[config.mk]
export PLATFORM = sky130hd
export DESIGN_NAME = bundle_accumulator
export DESIGN_NICKNAME = d
export VERILOG_FILES = /design/src/rtl/bundle_accumulator.sv
export SDC_FILE = /design/constraint.sdc
export NUM_CORES = 1
export LEC_CHECK = 0
export CAP_MARGIN = 40
export CORE_MARGIN = 1.5
export CORE_UTILIZATION = 60
export CTS_BUF_LIST = sky130_fd_sc_hd__clkbuf_8
export DETAILED_ROUTE_END_ITERATION = 8
export PLACE_DENSITY = 0.9
export SYNTH_ARGS = -nofsm -noshare
export SYNTH_HDL_FRONTEND = slang
export SYNTH_SLANG_ARGS = --single-unit
[constraint.sdc]
create_clock -name clk -period 4 [get_ports clk]
set_clock_uncertainty 0.05 [all_clocks]
set_input_delay 0.8 -clock clk [delete_from_list [all_inputs] [get_ports clk]]
set_output_delay 0.8 -clock clk [all_outputs]
set_load 0.01 [all_outputs]
[src/rtl/bundle_accumulator.sv]
// Signed vote accumulator: N core votes per update are reduced through a 3-stage adder pipeline into box.
// Define BUNDLE_ACCUMULATOR_SAT_EN to clamp box and report sticky overflow instead of wrapping.
module bundle_accumulator #(
  parameter int N = 4,
  parameter int W = 30
) (
  input  logic         clk,
  input  logic         rst,
  input  logic         start,
  input  logic         tmp_even,
  input  logic         tmp_rand_bit,
  input  logic [N-1:0] core_enable,
  input  logic [N-1:0] core_result,
  input  logic         update,
  input  logic         finish,
  output logic         busy,
  output logic         done,
  output logic         sign_bit,
  output logic         overflow
);

  localparam int G  = N / 4;
  localparam int TW = $clog2(N) + 2;

  typedef enum logic [1:0] {IDLE, ACCUM, DRAIN, DONE} state_t;

  state_t state, state_nxt;
  logic [1:0] drain_cnt;

  logic signed [1:0]    vote_p0 [N];
  logic signed [3:0]    grp_sum [G];
  logic signed [3:0]    grp_p1  [G];
  logic signed [TW-1:0] total;
  logic signed [TW-1:0] total_p2;
  logic                 vld_p0, vld_p1, vld_p2;
  logic signed [W-1:0]  box;

  logic accept, load;
  assign accept = update && (state == ACCUM);
  assign load   = start && (state == IDLE);

  function automatic logic signed [1:0] vote(input logic en, input logic res);
    if (!en) return 2'sb00;
    return res ? 2'sb01 : 2'sb11;
  endfunction

`ifdef BUNDLE_ACCUMULATOR_SAT_EN
  function automatic logic signed [W-1:0] sat(input logic signed [W:0] s);
    if (s[W] != s[W-1])
      return s[W] ? {1'b1, {(W-1){1'b0}}} : {1'b0, {(W-1){1'b1}}};
    return s[W-1:0];
  endfunction

  function automatic logic clipped(input logic signed [W:0] s);
    return s[W] != s[W-1];
  endfunction
`else
  function automatic logic signed [W-1:0] wrap_add(input logic signed [W-1:0] a,
                                                   input logic signed [TW-1:0] t);
    return a + W'(t);
  endfunction
`endif

  // State register
  always_ff @(posedge clk) begin
    if (rst) begin
      state     <= IDLE;
      drain_cnt <= 2'd0;
    end else begin
      state     <= state_nxt;
      drain_cnt <= (state == DRAIN) ? drain_cnt + 2'd1 : 2'd0;
    end
  end

  always_comb begin
    state_nxt = state;
    case (state)
      IDLE:    if (start) state_nxt = ACCUM;
      ACCUM:   if (finish) state_nxt = DRAIN;
      DRAIN:   if (drain_cnt == 2'd2) state_nxt = DONE;
      default: state_nxt = IDLE;
    endcase
  end

  always_comb begin
    busy = 1'b0;
    done = 1'b0;
    case (state)
      ACCUM, DRAIN: busy = 1'b1;
      DONE:         done = 1'b1;
      default:      ;
    endcase
  end

  always_comb begin
    for (int g = 0; g < G; g++) begin
      grp_sum[g] = 4'sd0;
      for (int i = 0; i < 4; i++)
        grp_sum[g] = grp_sum[g] + 4'(vote_p0[4*g+i]);
    end
  end

  always_comb begin
    total = '0;
    for (int g = 0; g < G; g++)
      total = total + TW'(grp_p1[g]);
  end

  // E0 votes -> E1 group sums -> E2 total; a start or reset flushes in-flight votes
  always_ff @(posedge clk) begin
    if (rst || load) begin
      vld_p0   <= 1'b0;
      vld_p1   <= 1'b0;
      vld_p2   <= 1'b0;
      total_p2 <= '0;
      for (int i = 0; i < N; i++) vote_p0[i] <= 2'sb00;
      for (int g = 0; g < G; g++) grp_p1[g] <= 4'sd0;
    end else begin
      vld_p0   <= accept;
      vld_p1   <= vld_p0;
      vld_p2   <= vld_p1;
      total_p2 <= total;
      for (int i = 0; i < N; i++) vote_p0[i] <= vote(core_enable[i] & accept, core_result[i]);
      for (int g = 0; g < G; g++) grp_p1[g] <= grp_sum[g];
    end
  end

  // E3 accumulate; start seeds box with the tie-break bias
`ifdef BUNDLE_ACCUMULATOR_SAT_EN
  logic signed [W:0] sum_ext;
  logic              ovf;
  assign sum_ext = (W+1)'(box) + (W+1)'(total_p2);

  always_ff @(posedge clk) begin
    if (rst) begin
      box <= '0;
      ovf <= 1'b0;
    end else if (load) begin
      box <= tmp_even ? (tmp_rand_bit ? {W{1'b1}} : W'(1)) : '0;
      ovf <= 1'b0;
    end else if (vld_p2) begin
      box <= sat(sum_ext);
      ovf <= ovf | clipped(sum_ext);
    end
  end
  assign overflow = ovf;
`else
  always_ff @(posedge clk) begin
    if (rst)
      box <= '0;
    else if (load)
      box <= tmp_even ? (tmp_rand_bit ? {W{1'b1}} : W'(1)) : '0;
    else if (vld_p2)
      box <= wrap_add(box, total_p2);
  end
  assign overflow = 1'b0;
`endif

  assign sign_bit = box[W-1];

endmodule

==> flow_summary_export.csv <==
group,metric,value,unit
placed_design,io_buffers,17,
logic_synthesis,yosys.area.top_type_share,29.6,%
logic_synthesis,post-synth-top-area-cell,"dfxtp_1",
global_routing,grt-ovfl-total,0,
logic_synthesis,synth.yosys.warnings,0,
critical_path,worstPathMaxFanout,21,
critical_path,critPathArrivalTime,3580,ps
route,post_route_wl,7.80,mm
clocking,numClockSinks,53,
route,viasPerCell,6.16,
layout,antenna_cells,0,
logic_synthesis,netlist_area,0.00359,mm2
timing,final.setup.tns,0,ps
clocking,cts.repair_timing.setup_buffer_count,0,
timing,maximum_frequency_from_static_timing_analysis,296,MHz
timing,final_min_period_over_clock_period,84.5,%
clocking,clkTransAtPathRegs,100,ps
die,core_region_area,0.00564,mm2
logic_synthesis,synth.lib_cells_used.distinct,51,
timing,slew_viol_final,0,
pwr,ir_drop,0.000352,V
logic_synthesis,async_reset_ff_share,0,%
logic_synthesis,synthesis.instances,434,
critical_path,worst_ep_required_time,4200,ps
clocking,numCtsBuffers,5,
route,drt_drc_violations_left,0,
route,wire_length_per_cell_after_detailed_routing,15.1,um
layout,multi_input_comb_area,0.00239,mm2
layout,num-fill-cells,423,
pwr,finalPower,1.82,mW
die,chipHeight,80.3,um
critical_path,crit_path_end_kind,"flop",
timing,max_slew.worst_pin.slew,909,ps
timing,final_period_minus_worst_setup_slack,3380,ps
run,max_cap_viol_count,0,
clocking,htree_levels,2,
layout,seqCellArea,0.00106,mm2
critical_path,startpoint_class,"flop",
clocking,tritoncts,"yes",
timing,report.final.hold_viol_count,0,
timing,worst_slew_margin_rel,39.3,%
clocking,cts_repair_resize_count,0,
logic_synthesis,ys_seq_area_share,29.6,%
pwr,power_dens_cells,466,mW/mm2
die,fp-row-count,27,
global_routing,global_route_wire_length_before_repair,13.4,mm
status,run_status,"finished clean",
layout,finish.utilization,69.4,%
route,routed_antenna_nets,0,
critical_path,category_of_the_most_critical_setup_path,"reg2reg",
die,initial_cell_density_of_the_core,63.6,%
logic_synthesis,synth_top_cells_by_count,"a21oi_1, dfxtp_1, nor2_1",
logic_synthesis,post_synth_net_total,491,
die,die_area,0.00645,mm2
layout,nNetsFinal,502,
route,detail_route.first_pass.iterations,5,
clocking,clock_insertion_delay_worst_skew,320,ps
clocking,cts.path.max_buffers,2,
pwr,cellLeakagePower,1.71,nW
timing,setup_repair_after_global_routing_missed_its_margin,"false",
route,drt-initial-drc-count,177,
route,detailroute.via_count,3192,
timing,finalSetupViolCount,0,
global_routing,grt_antenna_before_repair,0,
logic_synthesis,ff_latch_count_synth,53,
logic_synthesis,synth_edf_count,0,
logic_synthesis,post_synth.cell_area_avg,8.27,um2
clocking,clockRootBuffer,"clkbuf_8",
logic_synthesis,synth_top_cells_by_area,"dfxtp_1, ha_1, a21oi_1",
layout,area_growth_syn_to_layout,9.10,%
global_routing,maximum_number_of_pins_on_one_net_before_global_route_repair,29,
logic_synthesis,synth_most_common_cell,"a21oi_1",
clocking,hold_buffers,0,
logic_synthesis,commonest_register_cell_after_synthesis,"dfxtp_1",
global_routing,gr-usage-all-layers,26.3,%
placed_design,routabilityCongestion,0.888,
die,ios,19,
placed_design,dpl.hpwl,5.64,mm
layout,layout-drive-gt1-share,5.38,%
die,die_width,80.3,um
worst_hold_path,min_delay_worst_type,"reg2reg",
global_routing,first_global_vias,3046,
[final timing paths]
path / startpoint / to / slack, ps / depth (start not counted)
setup / recovery: total_p2[3]$_SDFF_PP0_ / box[23]$_SDFFE_PP0P_ / 620 / 9
hold / removal: drain_cnt[0]$_SDFF_PP0_ / drain_cnt[0]$_SDFF_PP0_ / 370 / 1
hold reg to reg: drain_cnt[0]$_SDFF_PP0_ / drain_cnt[0]$_SDFF_PP0_ / 370 / 1
setup reg to reg: total_p2[3]$_SDFF_PP0_ / box[23]$_SDFFE_PP0P_ / 620 / 9
[where the power goes]
part	internal, mW	total [mW]	switching [mW]	leakage, nW
Sequential	0.639	0.709	0.0702	0.433
Combinational	0.313	0.777	0.464	1.23
Clock	0.131	0.335	0.204	0.0506
Total	1.08	1.82	0.738	1.71
[cells in the final DEF (no fill, tap or decap), types with 2 or more instances in the layout]
master,count
a21oi_1,60
dfxtp_1,53
nor2_1,44
ha_1,36
o21ai_0,26
xnor2_1,23
nand2_1,18
nor3_1,18
and2_1,17
clkdlybuf4s50_1,17
inv_1,16
a21o_1,12
nor2b_1,7
nand4_1,7
nand3_1,6
fa_1,6
buf_4,6
a211oi_1,5
nand2b_1,5
clkbuf_8,5
a31oi_1,4
xor2_1,4
o211ai_1,4
mux2i_1,4
and3_1,3
o21a_1,3
o21bai_1,3
a221o_1,2
o21ai_1,2
o221a_2,2
and4_1,2
o31ai_1,2
o21ai_2,2
nand4b_1,2
[sequential cells by signal, indices dropped and copies added (netlist names)]
signal	count
box	30
vote_p0	8
grp_p1	4
total_p2	4
drain_cnt	2
state	2
vld_p0	1
vld_p1	1
vld_p2	1
[layer usage]
| layer | share of wire (%) | vias to the layer above | wire, um | track usage, % |
|---|---|---|---|---|
| met5 | 0 | - | 0 | 0 |
| li1 | - | 1577 | - | - |
| met3 | 4.7 | 22 | 367 | 5.45 |
| met1 | 45 | 1487 | 3510 | 32.7 |
| met4 | 2.5 | 0 | 198 | 10.5 |
| met2 | 48 | 106 | 3730 | 44.2 |
[cell type report]
cell class	instances	area share (%)
inverters	16	1.53
clock buffers	5	1.76
flip-flops and latches	53	27.1
well taps	72	2.30
multi-input cells	346	61.1
repair buffers	23	5.50
clock inverters	3	0.735
[kinds of logic after synthesis]
group / synth area share, %
xor+xnor: 6.59
buf+inv: 3.80
other cells: 0.105
simple gates: 18.0
mux: 1.12
compound gates: 24.9
flops: 29.6
fa+ha+maj: 15.9
[worst max-delay path: stages (launching register included)]
cell and delay (ps):
dfxtp_1 930, ha_1 430, a211o_1 330, a221o_1 320, a2111oi_4 410, a211oi_2 150
and2b_2 260, xnor2_1 140, a21oi_1 110, nor3_1 170
[stage by stage]
stage                     instance area, um2  hold WS (ps)  std cells  setup slack, ps
after floorplan                         3590           342        434              868
after global placement                  3820           350        510              818
after detailed placement                3820           361        510              713
after CTS                               3910           375        518              661
after global routing                    3910           398        518              487
final                                   3910           371        518              620
Power figures use the tool's default switching activity.
